File: src/rtl/wb_pkg.sv
// Shared definitions for the MEM/WB write-back stage: load types, FSM encoding, defaults.
package wb_pkg;

    // funct3 load encodings
    localparam logic [2:0] MT_LB  = 3'b000;
    localparam logic [2:0] MT_LH  = 3'b001;
    localparam logic [2:0] MT_LW  = 3'b010;
    localparam logic [2:0] MT_LBU = 3'b100;
    localparam logic [2:0] MT_LHU = 3'b101;

    localparam int unsigned TIMEOUT_DEF = 255;
    localparam int unsigned CNT_W       = 8;
    localparam int unsigned INSTRET_W   = 32;

    typedef enum logic [1:0] {
        ST_IDLE   = 2'd0,
        ST_WAIT   = 2'd1,
        ST_COMMIT = 2'd2
    } wb_state_e;

endpackage

File: src/rtl/load_align.sv
// Extracts and sign/zero-extends load data from an aligned memory word.
module load_align
    import wb_pkg::*;
#(
    parameter int unsigned size = 32
) (
    input  logic [size-1:0] word,
    input  logic [1:0]      addr,
    input  logic [2:0]      mem_type,
    output logic [size-1:0] data,
    output logic            misalign
);

    logic [7:0]  byte_sel;
    logic [15:0] half_sel;

    // Lane selection by address, then extension by load type
    always_comb begin
        byte_sel = 8'h00;
        half_sel = 16'h0000;
        data     = '0;
        misalign = 1'b0;

        case (addr)
            2'd0:    byte_sel = word[7:0];
            2'd1:    byte_sel = word[15:8];
            2'd2:    byte_sel = word[23:16];
            default: byte_sel = word[31:24];
        endcase
        half_sel = addr[1] ? word[31:16] : word[15:0];

        case (mem_type)
            MT_LB:  data = {{(size-8){byte_sel[7]}}, byte_sel};
            MT_LBU: data = {{(size-8){1'b0}}, byte_sel};
            MT_LH: begin
                data     = {{(size-16){half_sel[15]}}, half_sel};
                misalign = addr[0];
            end
            MT_LHU: begin
                data     = {{(size-16){1'b0}}, half_sel};
                misalign = addr[0];
            end
            // LW and any undefined encoding
            default: begin
                data     = word;
                misalign = (addr != 2'd0);
            end
        endcase
    end

endmodule

File: src/rtl/mem_wb_writeback.sv
// MEM/WB pipeline register, load-response wait FSM, register-file write port, instret.
module mem_wb_writeback
    import wb_pkg::*;
#(
    parameter int unsigned size    = 32,
    parameter int unsigned TIMEOUT = TIMEOUT_DEF
) (
    input  logic                 clk,
    input  logic                 reset,
    input  logic                 stall_i,
    input  logic                 flush_i,
    input  logic                 valid_i,
    input  logic [4:0]           rd_i,
    input  logic                 we_i,
    input  logic                 mr_i,
    input  logic [2:0]           mem_type_i,
    input  logic [size-1:0]      result_i,
    input  logic [size-1:0]      mem_rdata_i,
    input  logic                 mem_rvalid_i,
    output logic [5:0]           Control_Signal_WB,
    output logic [size-1:0]      DATA_in_WB,
    output logic                 wb_busy_o,
    output logic                 misalign_o,
    output logic                 load_err_o,
    output logic [INSTRET_W-1:0] instret_o
);

    wb_state_e             state_q;
    logic                  valid_q;
    logic [4:0]            rd_q;
    logic                  we_q;
    logic                  mr_q;
    logic [2:0]            mem_type_q;
    logic [size-1:0]       result_q;
    logic [size-1:0]       load_buf_q;
    logic [CNT_W-1:0]      cnt_q;
    logic                  committed_q;
    logic                  misalign_q;
    logic                  load_err_q;
    logic [INSTRET_W-1:0]  instret_q;

    logic                  busy;
    logic                  capture;
    logic                  alu_commit;
    logic                  ld_commit;
    logic                  wen;
    logic                  timeout_hit;
    logic [size-1:0]       wdata;
    logic [size-1:0]       la_data;
    logic                  la_misalign;

    load_align #(.size(size)) u_load_align (
        .word     (load_buf_q),
        .addr     (result_q[1:0]),
        .mem_type (mem_type_q),
        .data     (la_data),
        .misalign (la_misalign)
    );

    // Capture decision, commit qualification and write-port data
    always_comb begin
        busy        = (state_q == ST_WAIT);
        capture     = !busy && (flush_i || !stall_i);
        alu_commit  = (state_q == ST_IDLE) && valid_q && !mr_q && !committed_q;
        ld_commit   = (state_q == ST_COMMIT) && !la_misalign;
        wen         = (alu_commit || ld_commit) && we_q && (rd_q != 5'd0);
        timeout_hit = busy && !mem_rvalid_i && (cnt_q == CNT_W'(TIMEOUT - 1));
        wdata       = '0;
        if (wen) begin
            wdata = (state_q == ST_COMMIT) ? la_data : result_q;
        end
    end

    // Stage register, FSM, timeout counter, pulses and retired-instruction count
    always_ff @(posedge clk or posedge reset) begin
        if (reset) begin
            state_q     <= ST_IDLE;
            valid_q     <= 1'b0;
            rd_q        <= 5'd0;
            we_q        <= 1'b0;
            mr_q        <= 1'b0;
            mem_type_q  <= 3'd0;
            result_q    <= '0;
            load_buf_q  <= '0;
            cnt_q       <= '0;
            committed_q <= 1'b0;
            misalign_q  <= 1'b0;
            load_err_q  <= 1'b0;
            instret_q   <= '0;
        end else begin
            misalign_q <= 1'b0;
            load_err_q <= 1'b0;
            if (alu_commit || ld_commit) begin
                instret_q <= instret_q + INSTRET_W'(1);
            end

            case (state_q)
                ST_IDLE, ST_COMMIT: begin
                    if (capture) begin
                        committed_q <= 1'b0;
                        cnt_q       <= '0;
                        if (flush_i) begin
                            valid_q    <= 1'b0;
                            rd_q       <= 5'd0;
                            we_q       <= 1'b0;
                            mr_q       <= 1'b0;
                            mem_type_q <= 3'd0;
                            result_q   <= '0;
                            state_q    <= ST_IDLE;
                        end else begin
                            valid_q    <= valid_i;
                            rd_q       <= rd_i;
                            we_q       <= we_i;
                            mr_q       <= mr_i;
                            mem_type_q <= mem_type_i;
                            result_q   <= result_i;
                            state_q    <= (valid_i && mr_i) ? ST_WAIT : ST_IDLE;
                        end
                    end else begin
                        // Held entry has already been dealt with; never retire it twice
                        committed_q <= 1'b1;
                        state_q     <= ST_IDLE;
                    end
                end
                ST_WAIT: begin
                    if (mem_rvalid_i) begin
                        load_buf_q <= mem_rdata_i;
                        misalign_q <= la_misalign;
                        state_q    <= ST_COMMIT;
                    end else if (timeout_hit) begin
                        load_err_q  <= 1'b1;
                        committed_q <= 1'b1;
                        state_q     <= ST_IDLE;
                    end else begin
                        cnt_q <= cnt_q + CNT_W'(1);
                    end
                end
                default: state_q <= ST_IDLE;
            endcase
        end
    end

    assign Control_Signal_WB = {rd_q, wen};
    assign DATA_in_WB        = wdata;
    assign wb_busy_o         = busy;
    assign misalign_o        = misalign_q;
    assign load_err_o        = load_err_q;
    assign instret_o         = instret_q;

endmodule

File: config.mk
export PLATFORM = sky130hd
export DESIGN_NAME = mem_wb_writeback
export DESIGN_NICKNAME = d
export VERILOG_FILES = /design/src/rtl/wb_pkg.sv /design/src/rtl/load_align.sv /design/src/rtl/mem_wb_writeback.sv
export SDC_FILE = /design/constraint.sdc
export NUM_CORES = 1
export LEC_CHECK = 0
export ABC_AREA = 1
export CAP_MARGIN = 20
export CORE_ASPECT_RATIO = 0.9
export CORE_MARGIN = 2
export CORE_UTILIZATION = 25
export CTS_CLUSTER_SIZE = 8
export DETAILED_ROUTE_END_ITERATION = 6
export SYNTH_ARGS = -nofsm -noshare
export SYNTH_HDL_FRONTEND = slang
export SYNTH_SLANG_ARGS = --single-unit
File: constraint.sdc
create_clock -name clk -period 5.57 [get_ports clk]
set_input_delay 1.114 -clock clk [delete_from_list [all_inputs] [get_ports clk]]
set_output_delay 1.114 -clock clk [all_outputs]
set_load 0.005 [all_outputs]
==> key figures, run 1 <==
Power
  • P_leak: 4.06 nW
  • Pwr Density: 294 mW/mm^2
  • Worst ir drop on vdd: 0.182 mV

CTS
  • CTS tree: done
  • CTS buffer count: 17
  • Worst skew pair latency: 0.42 ns
  • Post_cts resized: 0
  • Clock slew at reported path FFs: 0.06 ns
  • Clock buffer depth: 2
  • Root Driver: clkbuf_16
  • H-Tree Depth: 4
  • Clk sinks: 120
  • Setup Buffers After CTS: 0
  • CTS hold repair buffers: 0

Global routing
  • Initial antenna violation count: 2
  • Vias in the first global route: 6284
  • Largest net degree at the start of global routing: 62
  • First-pass GRT wire length: 35500 um
  • Gr ovfl total: 0
  • Total Routing Usage GR: 16.2%

Setup path
  • Worst R2R Start: mem_type_q[1]$_DFFE_PP0P_
  • Required @ worst endpoint: 4.46 ns
  • Worst Path Buf+Inv: 4
  • Critical path launch point type: flop
  • CP peak stage delay: 0.52 ns
  • Launch point of the worst path: mem_type_q[1]$_DFFE_PP0P_
  • Critical Path End Type: primary output
  • Reg2reg path depth: 12
  • WS Path Type: flop to primary output
  • Critical-path top delay cell: clkdlybuf4s50_1
  • Critical path's top delay family: buffers and inverters
  • CP Cell Sequence: buf_4, inv_2, nand2_1, o21ai_1, nand2_1, nand2_2, nand2_2, inv_2, o21ai_0, nor2_1, clkdlybuf4s50_1
  • CP Data Arrival Time: 3.25 ns
  • Reg-to-reg slack, setup: 2.72 ns
  • Worst path depth: 11
  • R2R Path End: instret_o[20]$_DFFE_PP0N_
  • Critical Path End: DATA_in_WB[13]
  • Crit path max fanout: 22

Placed design
  • DP HPWL: 16500 um
  • Placed cell count: 1381
  • Port Buf Inserts: 152
  • Placed instance area: 0.00853 mm^2
  • GPL Wtd Cong: 0.863

Route
  • Post-Route WL: 22000 um
  • Via density: 4.52
  • Routed WL per cell: 15.6 um
  • Post-route DRC: 0
  • Detail Route Antenna Nets: 0
  • Via count: 6390
  • Router iterations before antenna repair: 5
  • Starting DRT DRC Count: 515

Synthesis
  • Ys async rst share: 100%
  • Syn_area_per_cell: 7.39 um^2
  • Synthesized Nets: 993
  • Synth Cell Area: 0.00673 mm^2
  • Mapped Cells: 910
  • Sequential share of the synthesized area: 44.6%
  • Distinct cells, synth: 37
  • Post-synthesis register bit count: 120
  • Synth Flop Type: dfrtp_1
  • Ys Warns: 0
  • Number of synthesized flops with an enable pin: 0

Floorplanning
  • Die height: 160 um
  • Core ar.: 0.0263 mm^2
  • I/O pins: 153
  • Initial Util: 25.6%
  • Die extent in x: 177 um
  • Floorplan row count: 56
  • Die area: 0.0282 mm^2

Final layout
  • Share of layout cells above drive strength 1: 8.36%
  • P&R area growth vs syn: 35.2%
  • Util after Layout: 34.6%
  • Multi-input logic area: 0.00322 mm^2
  • Post-Layout Cell Count: 1414
  • Final Cell Area: 0.00909 mm^2
  • Register Area: 0.00300 mm^2
  • Fillers: 2771
  • Net count, final: 1135

STA
  • Final hold slack: 0.468 ns
  • Slew HR: 47.8%
  • Hold Violations, Final: 0
  • Final setup vio count: 0
  • Worst-Margin Slew: 0.782 ns
  • Slew Viols, Final: 0
  • Skew final: 0.0183 ns
  • Fin crit period: 4.36 ns
  • Tcrit/Tclk final: 78.3%
  • RSZ-0062 raised after global routing: false
  • Max Clk Rate: 229 MHz
  • Setup TNS: 0 ns

Job
  • Max Cap Violations: 0

Min path
  • Worst min path class: flop to flop
  • Hold Crit Depth: 2

Status
  • Status: complete, no violations
layout by cell type (no fill, tap or decap), types with 2 or more instances in the layout:
master           instances
clkdlybuf4s50_1        152
ha_1                     3
xnor2_1                 11
clkinv_1                 2
a21oi_1                 16
nand2_2                  6
o21ai_0                 65
nand2_1                366
nand3b_1                10
a22o_1                  11
nor2_1                  80
o211ai_2                10
clkbuf_16               17
dfrtp_1                120
nand3_1                 34
nor3_1                   6
inv_4                    2
nor3_2                   2
a21oi_2                 10
o21ai_1                  3
inv_6                    6
nor2_2                   5
inv_1                   70
buf_4                    7
nand2_4                  2
nand4_1                  8
o211ai_1                10
inv_2                    3
clkinv_2                 3
or2_2                    6
clkinv_4                 4
xor2_1                   6
power breakdown:
| group | internal, mW | switching (mW) | leakage (nW) |
|---|---|---|---|
| sequential | 0.987 | 0.0885 | 1.57 |
| combinational | 0.203 | 0.318 | 2.21 |
| clock | 0.622 | 0.459 | 0.279 |
Yosys cell counts, types with 10 or more instances:
cell type,count,share of area (%)
a22o_1,11,1.4
o211ai_1,10,1.1
a21oi_2,10,1.3
inv_1,71,4.0
nor2_1,80,4.5
a21oi_1,16,1.2
o211ai_2,10,1.9
xnor2_1,11,1.4
buf_2,15,1.1
clkbuf_1,10,0.56
nand2_1,366,20
nand3b_1,10,1.1
o21ai_0,65,4.8
dfrtp_1,120,45
nand3_1,34,2.5
kinds of logic after synthesis:
family | after synthesis | synth area share [%]
adder cells (fa/ha/maj) | 3 | 0.558
buffers and inverters | 113 | 7.59
XOR/XNOR | 17 | 2.21
flip-flops | 120 | 44.6
AND/OR/NAND/NOR | 529 | 32.7
AO/OA/AOI/OAI | 128 | 12.3
worst min-delay path, delay by kind of cell, from the launching register on:
family | cells | cell delay, ns
DFF | 1 | 0.34
and+or+nand+nor | 2 | 0.10
flip-flops by register name, indices dropped and copies added, names as in the netlist:
name	cells
we_q	1
cnt_q	8
mem_type_q	3
result_q	32
rd_q	5
instret_o	32
mr_q	1
committed_q	1
misalign_o	1
load_buf_q	32
valid_q	1
state_q	2
load_err_o	1
worst min-delay path by stage:
stage,startpoint,to,slack (ns)
3_5_place_dp,load_buf_q[0]$_DFFE_PP0P_,load_buf_q[0]$_DFFE_PP0P_,0.45
4_1_cts,load_buf_q[0]$_DFFE_PP0P_,load_buf_q[0]$_DFFE_PP0P_,0.47
5_1_grt,load_buf_q[0]$_DFFE_PP0P_,load_buf_q[0]$_DFFE_PP0P_,0.49
2_1_floorplan,load_buf_q[0]$_DFFE_PP0P_,load_buf_q[0]$_DFFE_PP0P_,0.44
6_report,load_buf_q[0]$_DFFE_PP0P_,load_buf_q[0]$_DFFE_PP0P_,0.47
3_3_place_gp,load_buf_q[0]$_DFFE_PP0P_,load_buf_q[0]$_DFFE_PP0P_,0.46
metal layers:
layer	GRT usage, %	share of wire, %	up-vias
met4	4.02	0.97	0
met2	24.2	44	181
li1	-	-	3186
met5	0	0	-
met3	3.71	6.1	16
met1	23.5	49	3007
area by class of cell:
type,count,area share [%]
repair buffers,159,17.3
diodes,1,0.0275
well taps,348,4.79
inverters,77,3.23
clock buffers,17,4.68
clock inverters,15,1.54
flip-flops and latches,120,33.0
multi-input cells,677,35.4
stage by stage:
stage	total power [mW]	setup WS [ns]
floorplan	1.38	1.27
global placement	1.61	1.76
detailed placement	1.61	1.64
CTS	2.71	1.18
global route	2.83	0.944
finish	2.68	1.21
(Power assumes the default switching activity.)
==> run 2: changes to the inputs <==
- clock period: 5.57 -> 4.4 ns (I/O delays scaled with it)
==> run 2 against run 1 <==
Sequential share of layout area decreased by 0.34 points. Clock power up 44%. Utilization is 0.36 points higher. Flip-flop and latch count unchanged. Critical path type unchanged. Clock skew shrank 0.0087 ns. Sequential power increased by 27%. Largest cell class unchanged. Hold slack improved by 0.0051 ns.
==> key figures, run 2 (synthesis gave the netlist of run 1 again) <==
Power
  • Clk network pwr share: 43.6%
  • Seq pwr share: 38.1%
  • Net Sw Power: 1.07 mW
  • Worst ir drop on vdd: 0.224 mV
  • Pwr Density: 391 mW/mm^2
  • Sw Share: 29.7%
  • P_leak: 4.09 nW
  • Int Pwr: 2.52 mW
  • Combinational fraction of design power: 18.3%
  • Overall power: 3.59 mW

Setup path
  • Reg2reg path depth: 9
  • Critical-path top delay cell: clkinv_1
  • Critical Path End Type: primary output
  • Critical path's top delay family: buffers and inverters
  • CP Data Arrival Time: 2.99 ns
  • Worst Path Buf+Inv: 3
  • Worst path depth: 9
  • WS Path Type: flop to primary output
  • Crit path max fanout: 18
  • Most common cell on crit path: nor2_1
  • CP peak stage delay: 0.57 ns
  • CP Cell Sequence: nor2_1, nand4_1, nand2_1, clkinv_1, nand2_2, inv_2, o21ai_0, nor2_1, clkdlybuf4s50_1
  • Critical path launch point type: flop
  • Required @ worst endpoint: 3.52 ns

CTS
  • CTS hold repair buffers: 0
  • Root Driver: clkbuf_16
  • CTS buffer count: 17
  • H-Tree Depth: 4
  • Worst skew pair latency: 0.42 ns
  • Setup Buffers After CTS: 0
  • Clock buffer depth: 2
  • Clk sinks: 120
  • Post_cts resized: 0
  • CTS tree: done
  • Clock slew at reported path FFs: 0.06 ns

Final layout
  • ANT cells: 0
  • Register Area: 0.00300 mm^2
  • Most frequent cells in the layout: 366 x nand2_1, 152 x clkdlybuf4s50_1, 120 x dfrtp_1
  • P&R area growth vs syn: 36.6%
  • Multi-input logic area: 0.00322 mm^2
  • Net count, final: 1135
  • Commonest non-fill, non-tap cell in the layout: nand2_1
  • Final Cell Area: 0.00919 mm^2
  • Share of layout cells above drive strength 1: 8.17%
  • Fillers: 2782

Route
  • Post-route DRC: 0
  • Detail Route Antenna Nets: 0
  • Post-Route WL: 22300 um
  • Routed WL per cell: 15.8 um
  • Via density: 4.58
  • Via count: 6471
  • Starting DRT DRC Count: 418
  • Router iterations before antenna repair: 5

Placed design
  • Placed instance area: 0.00854 mm^2
  • Port Buf Inserts: 152
  • DP HPWL: 16400 um
  • Place WS: 0.973 ns
  • GPL Wtd Cong: 0.856

STA
  • Fin crit period: 3.87 ns
  • Slew Viols, Final: 0
  • Hold Violations, Final: 0
  • Final setup vio count: 0
  • Max Clk Rate: 259 MHz
  • RSZ-0062 raised after global routing: false
  • Skew final: 0.00956 ns
  • Setup TNS: 0 ns
  • Tcrit/Tclk final: 87.9%
  • Worst-Margin Slew: 0.713 ns
  • Final worst setup slack: 0.532 ns
  • Slew HR: 52.2%

Floorplanning
  • Die height: 160 um
  • Die extent in x: 177 um
  • Initial Util: 25.6%
  • Die area: 0.0282 mm^2
  • Core ar.: 0.0263 mm^2
  • I/O pins: 153
  • Floorplan row count: 56

Job
  • Max Cap Violations: 0

Min path
  • Hold Crit Depth: 2
  • Worst min path class: flop to flop

Status
  • Status: complete, no violations

Global routing
  • Largest net degree at the start of global routing: 121
  • Initial antenna violation count: 0
  • Gr ovfl total: 0
  • First-pass GRT wire length: 35800 um
  • Total Routing Usage GR: 16.3%
  • Vias in the first global route: 6350
## run 2: changes by cell type in the layout (fill, tap and decap cells not counted), sizes merged
cell      change
clkbuf        +2
diode         -1
inv           -3
clkinvlp      +1
bufinv        +4
clkinv        -4
## run 2: power by group through the flow
stage	combinational [mW]	clock [mW]	sequential (mW)
global placement	0.657	0	1.38
global route	0.741	1.66	1.39
floorplan	0.408	0	1.34
finish	0.658	1.56	1.37
detailed placement	0.664	0	1.38
CTS	0.666	1.61	1.36
## run 2: worst register-to-register path: cells and delay by family (launching register included)
kind | cells | cell delay (ns)
simple gates | 7 | 1.32
buf+inv | 2 | 0.81
flops | 1 | 0.46
## run 2: stage by stage
step	util [%]	hold slack, ns	cells
after floorplan	-	0.437	910
after global placement	32.5	0.459	1381
after detailed placement	32.5	0.454	1381
after CTS	35.0	0.471	1413
after global routing	35.0	0.511	1413
final	35.0	0.473	1413
## run 2: worst paths after layout
kind | endpoint | from | slack (ns)
max | DATA_in_WB[14] | rd_q[4]$_DFFE_PP0P_ | 0.53
min | load_buf_q[0]$_DFFE_PP0P_ | load_buf_q[0]$_DFFE_PP0P_ | 0.47
max reg2reg | instret_o[20]$_DFFE_PP0N_ | state_q[0]$_DFFE_PP0P_ | 1.70
min reg2reg | load_buf_q[0]$_DFFE_PP0P_ | load_buf_q[0]$_DFFE_PP0P_ | 0.47
max in group asynchronous | load_buf_q[7]$_DFFE_PP0P_ | reset | 2.90
min in group asynchronous | instret_o[21]$_DFFE_PP0N_ | reset | 1.00
## run 2: final cells by class
class	instances	area share (%)
multi-input cells	677	35.0
clock buffers	19	4.71
flip-flops and latches	120	32.7
inverters	77	3.20
well taps	348	4.74
repair buffers	159	17.3
clock inverters	13	2.37
## run 2: per-layer routing
layer | global-route usage, % | vias to the layer above | routed length (um)
met1 | 24.0 | 3075 | 10900
met3 | 3.60 | 13 | 1400
met4 | 3.57 | 0 | 243
met5 | 0 | - | 0
met2 | 24.2 | 201 | 9760
li1 | - | 3182 | -
==> run 3: changes to the inputs <==
- ABC_AREA: 1 -> unset
==> run 3 against run 2 <==
Synthesized area is 11% lower. Flip-flop and latch count stayed put. Largest cell class is now sequential cells. Synthesized cell count is 33% lower. Register-to-register slack better by 0.36 ns. Wire length is 19% lower. Final area is 8.6% lower. Clock-buffer cell count is 1 lower. Final cell count is 24% lower. Combinational power is 10% lower. Via count is 22% lower. Largest power group is now sequential cells. Critical path type unchanged.
==> key figures, run 3 <==
Status
  • Status: complete, no violations

Synthesis
  • Top-count cell post-synth: dfrtp_1
  • Ys async rst share: 100%
  • Share of the synthesized area in the top cell type: 50.2%
  • Sequential share of the synthesized area: 50.2%
  • Number of synthesized flops with an enable pin: 0
  • Synth Cell Area: 0.00598 mm^2
  • Synth Flop Type: dfrtp_1
  • Ys Warns: 0
  • Yosys top cell by area: dfrtp_1
  • Syn_area_per_cell: 9.74 um^2
  • Distinct cells, synth: 50
  • Post-synthesis register bit count: 120
  • Area contributors post-synth: dfrtp_1 50%, nand2_1 6.5%, mux2_2 5.8%, o21ai_0 4.9%, xnor2_1 3.7%
  • Mapped Cells: 614
  • Synthesized Nets: 697
  • Synth top cells by count: 120 x dfrtp_1, 103 x nand2_1, 59 x o21ai_0

Route
  • Via count: 5020
  • Router iterations before antenna repair: 7
  • Routed WL per cell: 16.9 um
  • Starting DRT DRC Count: 308
  • Detail Route Antenna Nets: 0
  • Post-route DRC: 0
  • Via density: 4.69
  • Post-Route WL: 18100 um

Setup path
  • Critical path's top delay family: compound AO/OA/AOI/OAI gates
  • CP Cell Sequence: nand2b_1, a221o_2, nand2_2, o311ai_4, a311oi_1, clkdlybuf4s50_1
  • Launch point of the worst path: state_q[0]$_DFFE_PP0P_
  • Reg-to-reg slack, setup: 2.06 ns
  • Critical Path End Type: primary output
  • WS Path Type: flop to primary output
  • Required @ worst endpoint: 3.52 ns
  • Critical-path top delay cell: clkdlybuf4s50_1
  • Crit path max fanout: 16
  • CP peak stage delay: 0.57 ns
  • R2R Path End: instret_o[10]$_DFFE_PP0N_
  • Worst Path Buf+Inv: 1
  • Worst R2R Start: state_q[0]$_DFFE_PP0P_
  • Critical path launch point type: flop
  • Reg2reg path depth: 5
  • CP Data Arrival Time: 3.19 ns

Floorplanning
  • Die area: 0.0252 mm^2
  • I/O pins: 153
  • Floorplan row count: 53
  • Die height: 151 um
  • Die extent in x: 167 um
  • Core ar.: 0.0234 mm^2
  • Initial Util: 25.5%

CTS
  • Clock buffer depth: 2
  • CTS buffer count: 17
  • Root Driver: clkbuf_16
  • Clk sinks: 120
  • Worst skew pair latency: 0.41 ns
  • CTS tree: done
  • CTS hold repair buffers: 0
  • Clock slew at reported path FFs: 0.06 ns
  • Setup Buffers After CTS: 0
  • Post_cts resized: 0
  • H-Tree Depth: 4

Final layout
  • P&R area growth vs syn: 40.5%
  • Share of layout cells above drive strength 1: 11.5%
  • Net count, final: 838
  • Final Cell Area: 0.00840 mm^2
  • ANT cells: 0
  • Most frequent cells in the layout: 152 x clkdlybuf4s50_1, 120 x dfrtp_1, 103 x nand2_1
  • Fillers: 2386
  • Commonest non-fill, non-tap cell in the layout: clkdlybuf4s50_1

Min path
  • Hold Crit Depth: 1
  • Worst Hold Path EP: instret_o[31]$_DFFE_PP0N_
  • Worst min path class: flop to flop
  • Hold_sp: instret_o[31]$_DFFE_PP0N_

Global routing
  • Largest net degree at the start of global routing: 66
  • Vias in the first global route: 4862
  • First-pass GRT wire length: 28600 um
  • Initial antenna violation count: 0
  • Gr ovfl total: 0
  • Total Routing Usage GR: 14.7%

STA
  • Slew HR: 37.9%
  • Slew Viols, Final: 0
  • Tcrit/Tclk final: 92.4%
  • Max Clk Rate: 246 MHz
  • Hold Violations, Final: 0
  • Fin crit period: 4.07 ns
  • RSZ-0062 raised after global routing: false
  • Final setup vio count: 0
  • Skew final: 0.00795 ns
  • Setup TNS: 0 ns
  • Worst-Margin Slew: 0.930 ns

Placed design
  • DP HPWL: 13100 um
  • GPL Wtd Cong: 0.776
  • Placed instance area: 0.00779 mm^2
  • Port Buf Inserts: 152

Power
  • P_leak: 3.40 nW
  • Pwr Density: 415 mW/mm^2
  • Worst ir drop on vdd: 0.201 mV

Job
  • Max Cap Violations: 0
## run 3: changes by cell type in the layout (fill, tap and decap cells not counted), moves of 14 or more
| cell | change |
|---|---|
| nand2_1 | -263 |
| inv_1 | -64 |
| mux2_2 | +31 |
| nor2_1 | -25 |
| nand3_1 | -18 |
| xnor2_1 | +14 |
## run 3: cells by family (layout without fill, tap and decap cells)
| family | Yosys count | in the layout | synth area share [%] |
|---|---|---|---|
| flops | 120 | 120 | 50.2 |
| compound gates | 114 | 114 | 12.8 |
| fa+ha+maj | 3 | 3 | 0.628 |
| simple gates | 251 | 251 | 19.7 |
| mux | 39 | 39 | 7.60 |
| xor+xnor | 38 | 38 | 5.57 |
| buf+inv | 49 | 203 | 3.49 |
## run 3: report_power, final
| part | switching (mW) | internal [mW] |
|---|---|---|
| logic | 0.262 | 0.328 |
| clock network | 0.535 | 0.908 |
| registers | 0.183 | 1.27 |
## run 3: cell type report
class	count	area, um^2	area share (%)
flip-flops and latches	120	3000	35.7
clock buffers	18	439	5.23
repair buffers	162	1600	19.0
well taps	302	378	4.50
inverters	9	36.3	0.432
clock inverters	14	174	2.07
multi-input cells	445	2780	33.0
## run 3: how the worst max path moves through the flow
stage                                 endpoint  slack (ns)  depth (start not counted)
after floorplan           cnt_q[0]$_DFFE_PP0P_        0.33                          1
after global placement           DATA_in_WB[7]        0.85                          6
after detailed placement        DATA_in_WB[31]        0.78                          6
after CTS                       DATA_in_WB[31]        0.30                          6
after global routing            DATA_in_WB[31]        0.14                          6
final                           DATA_in_WB[31]        0.33                          6
## run 3: through the flow
stage                     util (%)  hold slack, ns  std cells  setup WS [ns]  power, mW
after global placement        33.3           0.456       1038          0.855       2.05
after CTS                     35.9           0.476       1070          0.304       3.52
after global routing          35.9           0.503       1070          0.144       3.65
after detailed placement      33.3           0.464       1038          0.782       2.06
final                         35.9           0.468       1070          0.335       3.49
after floorplan                  -           0.442        614          0.334       1.77
## run 3: layer usage
| metal | wire, um | part of all wire [%] | global-route usage (%) | vias to the layer above |
|---|---|---|---|---|
| met5 | 0 | 0 | 0 | - |
| met4 | 217 | 1.2 | 4.18 | 0 |
| met3 | 1230 | 6.8 | 4.34 | 12 |
| met2 | 7850 | 43 | 21.2 | 174 |
| met1 | 8780 | 49 | 21.2 | 2406 |
| li1 | - | - | - | 2428 |
## run 3: worst register-to-register path: stages, from the launching register on
cell,delay (ns)
dfrtp_1,0.45
nand2b_1,0.37
a221o_2,0.46
a21oi_2,0.55
nand4_1,0.21
xnor2_1,0.17
